**config.mk**
```make
export PLATFORM = sky130hd
export DESIGN_NAME = fsm_100111001_seq_generator
export DESIGN_NICKNAME = d
export VERILOG_FILES = /design/src/rtl/fsm_100111001_seq_generator.sv
export SDC_FILE = /design/constraint.sdc
export NUM_CORES = 1
export LEC_CHECK = 0
export ABC_AREA = 1
export ABC_CLOCK_PERIOD_IN_PS = 4300
export CORE_MARGIN = 5
export CORE_UTILIZATION = 50
export DETAILED_ROUTE_END_ITERATION = 16
export PLACE_DENSITY = 0.81
export SETUP_SLACK_MARGIN = 0.2
export SLEW_MARGIN = 5
export SYNTH_ARGS = -nofsm -noshare
export SYNTH_HDL_FRONTEND = slang
export SYNTH_SLANG_ARGS = --single-unit
```
**constraint.sdc**
```tcl
create_clock -name clk -period 4.3 [get_ports clk]
set_clock_uncertainty 0.05 [all_clocks]
set_input_delay 0.86 -clock clk [delete_from_list [all_inputs] [get_ports clk]]
set_output_delay 0.86 -clock clk [all_outputs]
set_load 0.01 [all_outputs]
```
**src/rtl/fsm_100111001_seq_generator.sv**
```systemverilog
// ============================================================================
// Module   : fsm_100111001_seq_generator
// Brief    : Free-running Moore FSM emitting the pattern 100111001 serially,
//            MSB first. It also assembles the emitted bits into a parallel
//            word, flags each completed pattern and exposes its state.
// Revision : 1.0 - initial release
// ============================================================================
`default_nettype none

module fsm_100111001_seq_generator #(
  parameter logic [8:0] SEQ = 9'b100111001
) (
  input  logic       clk,
  input  logic       rst,          // asynchronous, active-low
  output logic [8:0] seq_out,
  output logic       seq_done,
  output logic       serial_out,
  output logic [3:0] state_out
);

  // State codes: one state per pattern bit, named after the bit emitted.
  localparam logic [3:0] c_IDLE = 4'd0;
  localparam logic [3:0] c_B8   = 4'd1;
  localparam logic [3:0] c_B7   = 4'd2;
  localparam logic [3:0] c_B6   = 4'd3;
  localparam logic [3:0] c_B5   = 4'd4;
  localparam logic [3:0] c_B4   = 4'd5;
  localparam logic [3:0] c_B3   = 4'd6;
  localparam logic [3:0] c_B2   = 4'd7;
  localparam logic [3:0] c_B1   = 4'd8;
  localparam logic [3:0] c_B0   = 4'd9;

  logic [3:0] r_state;
  logic [3:0] w_next_state;
  logic       w_serial;
  logic       w_active;
  logic [8:0] r_seq;
  logic       r_done;

  // State register: asynchronous active-low reset back to IDLE.
  always_ff @(posedge clk or negedge rst) begin
    if (!rst) begin
      r_state <= c_IDLE;
    end else begin
      r_state <= w_next_state;
    end
  end

  // Next-state logic: walk B8..B0, wrap B0 back to B8, recover illegal codes.
  always_comb begin
    w_next_state = c_IDLE;
    case (r_state)
      c_IDLE:  w_next_state = c_B8;
      c_B8:    w_next_state = c_B7;
      c_B7:    w_next_state = c_B6;
      c_B6:    w_next_state = c_B5;
      c_B5:    w_next_state = c_B4;
      c_B4:    w_next_state = c_B3;
      c_B3:    w_next_state = c_B2;
      c_B2:    w_next_state = c_B1;
      c_B1:    w_next_state = c_B0;
      c_B0:    w_next_state = c_B8;
      default: w_next_state = c_IDLE;
    endcase
  end

  // Output decode: the serial bit depends on state only (Moore).
  always_comb begin
    w_serial = 1'b0;
    w_active = 1'b1;
    case (r_state)
      c_B8:    w_serial = SEQ[8];
      c_B7:    w_serial = SEQ[7];
      c_B6:    w_serial = SEQ[6];
      c_B5:    w_serial = SEQ[5];
      c_B4:    w_serial = SEQ[4];
      c_B3:    w_serial = SEQ[3];
      c_B2:    w_serial = SEQ[2];
      c_B1:    w_serial = SEQ[1];
      c_B0:    w_serial = SEQ[0];
      default: begin
        // IDLE and illegal codes emit 0 and freeze the capture register.
        w_serial = 1'b0;
        w_active = 1'b0;
      end
    endcase
  end

  // Capture register: shift in the bit being emitted while a pattern runs.
  always_ff @(posedge clk or negedge rst) begin
    if (!rst) begin
      r_seq <= 9'h000;
    end else if (w_active) begin
      r_seq <= {r_seq[7:0], w_serial};
    end
  end

  // Completion flag: leaving B0 is exactly when the capture holds a full
  // pattern, so the pulse lines up with seq_out first equalling SEQ.
  always_ff @(posedge clk or negedge rst) begin
    if (!rst) begin
      r_done <= 1'b0;
    end else begin
      r_done <= (r_state == c_B0);
    end
  end

  assign seq_out    = r_seq;
  assign seq_done   = r_done;
  assign serial_out = w_serial;
  assign state_out  = r_state;

endmodule

`default_nettype wire

```
==> impl_metrics.csv <==
group,metric,value,unit
run_status,status,"finished clean",
detailed_routing,detail_route.wl_per_cell,12.2,um
die,start_util,52.9,%
clock_network,cts_root_buffer,"clkbuf_4",
synthesis,synthFlopType,"dfrtp_1",
sta,timing.fmax,349,MHz
critical_path,crit_required,3390,ps
synthesis,ys.warnings.count,0,
layout,final_cell_area,878,sq um
synthesis,synthTopCellsByArea,"dfrtp_1 (51%), nand2_1 (11%), ha_1 (9.1%)",
layout,postLayoutCoreUtil,67.5,%
global_route,grt_max_degree,15,
synthesis,synth-edff-count,0,
worst_hold_path,hold_path.class,"reg2reg",
global_route,track_usage,14.6,%
sta,period_needed,2870,ps
synthesis,yosysTopAreaCellShare,50.9,%
critical_path,cp.arrival,1960,ps
detailed_routing,vias,512,
synthesis,syn_inst,72,
synthesis,ys_seq_area_share,50.9,%
critical_path,max_stage_delay,480,ps
global_route,grt_pass1_wl,2230,um
synthesis,syn-num-nets,79,
layout,stdcell_count,105,
layout,synthToLayoutAreaGrowth,27.6,%
synthesis,yosysMostFrequentCell,"nand2_1",
global_route,grt_pass1_vias,513,
clock_network,clockBufferDepth,2,
sta,grt_setup_unrepaired,"no",
clock_network,numCtsBuffers,3,
critical_path,critical_path.most_common_cell,"nor2_1",
sta,finalCritPeriodShare,66.7,%
detailed_routing,drt_iter0_markers,5,
die,die_w,47.1,um
pwr,leakagePower,0.422,nW
clock_network,h-tree-depth,1,
sta,worstMarginPinSlew,603,ps
place,dp_hpwl,994,um
clock_network,cts_tree,"built",
critical_path,end_kind,"output port",
pwr,power.total,0.204,mW
critical_path,crit_family,"buffers and inverters",
place,dpl-instance-area,856,sq um
critical_path,slowest_stage,"clkdlybuf4s50_1",
global_route,grt_overflow,0,
layout,drive_above_1_share,14.4,%
clock_network,clkTransAtPathRegs,70,ps
detailed_routing,antenna_left,0,
place,dpl_worst_slack,1730,ps
synthesis,avgSynthCellArea,9.56,sq um
clock_network,ctsResizeCount,0,
die,die-area,2220,sq um
critical_path,start_kind,"register",
die,io_pins,17,
detailed_routing,vias_per_cell,4.88,
pwr,powerDensity,233,nW/um^2
synthesis,synthArstFlopShare,100,%
sta,postLayoutSetupSlackWorst,1430,ps
place,gp_congestion,0.743,
clock_network,clk_latency,270,ps
critical_path,worstSetupPathType,"reg2out",
synthesis,synth_top_area_cell,"dfrtp_1",
clock_network,hold_buffers,0,
detailed_routing,dr.pass1.iters,4,
clock_network,clkSinkCount,14,
detailed_routing,drc,0,
place,io_buffers,16,
pwr,vdd_drop_max,0.148,mV
critical_path,crit_fanout,11,
synthesis,synth_commonest_cells,"nand2_1 (20), dfrtp_1 (14), nand3_1 (9)",
die,rows,13,
detailed_routing,wl,1290,um
run,maxCapViolCount,0,
sta,whs,447,ps
sta,hold_viol_final,0,
synthesis,synth-seq-cells,14,
layout,nets,99,
critical_path,path_buf_inv,3,
sta,maxSlewHeadroom,59.7,%
critical_path,crit_chain,"inv_1 -> ha_1 -> nor2_1 -> nor2_1 -> nor2_4 -> inv_2 -> clkdlybuf4s50_1",
synthesis,synth_area,688,sq um
die,coreArea,1300,sq um
die,die_y,47.1,um
place,dp.cells,102,
clock_network,cts_setup_buffers,0,
sta,maxSlewViolCount,0,
global_route,antenna_found_initial,0,
synthesis,yosysUniqueCellTypes,16,
sta,finalSetupTns,0,ps
sta,setup_viol,0,
layout,diodes,0,
final timing paths:
| check | slack, ps | end | startpoint | depth (start not counted) |
|---|---|---|---|---|
| max in group asynchronous | 2900 | seq_out[0] | rst | 1 |
| min in group asynchronous | 920 | seq_out[6] | rst | 1 |
| worst max register to register | 2720 | seq_out[5] | state_out[0] | 8 |
| worst max-delay path | 1430 | serial_out | state_out[0] | 7 |
| worst min register to register | 450 | seq_out[3] | seq_out[2] | 2 |
| worst min-delay path | 450 | seq_out[3] | seq_out[2] | 2 |
layer usage:
metal / track usage (%) / wire [um] / part of all wire (%)
met4: 6.63 / 10 / 0.78
met3: 3.83 / 45 / 3.5
met5: 0 / 0 / 0
met2: 23.0 / 658 / 51
met1: 18.6 / 571 / 44
sequential cells by signal, summed over array words and instances, names as in the netlist:
register   cells
seq_out        9
seq_done       1
state_out      4
report_power, final:
| part | internal [mW] | leakage [nW] | total (mW) | switching, mW |
|---|---|---|---|---|
| logic | 0.000796 | 0.241 | 0.00316 | 0.00236 |
| clock network | 0.0324 | 0.0138 | 0.0696 | 0.0372 |
| registers | 0.131 | 0.167 | 0.131 | 0 |
| total | 0.165 | 0.422 | 0.204 | 0.0396 |
kinds of logic after synthesis:
logic type / share of synthesized area, %
compound gates: 2.36
fa+ha+maj: 9.09
buf+inv: 5.46
flops: 50.9
simple gates: 32.2
worst register-to-register path, stage by stage (launching register included):
cell and delay [ps]:
dfrtp_1 440, inv_1 90, ha_1 220, nor2_1 100, nor2_1 70, nor2_4 240
nand2_4 120, nand2_1 70, nand2_1 60
layout by cell type, fill, tap and decap left out:
cell type and count:
a21oi_1 1, clkbuf_4 3, clkdlybuf4s50_1 16, dfrtp_1 14, ha_1 5, inv_1 5
inv_2 2, nand2_1 20, nand2_2 3, nand2_4 2, nand3_1 9, nand3_2 1
nor2_1 5, nor2_4 1, nor2_8 1, o21ai_1 1, o22ai_1 1
final cells by class:
cell class	count	area, sq um
sequential	14	350
clock buffer	3	22.5
fill	112	423
tap	15	18.8
timing repair buffer	16	160
inverter	7	26.3
multi-input combinational	50	300
No activity file was read; power rests on OpenSTA's default activity.
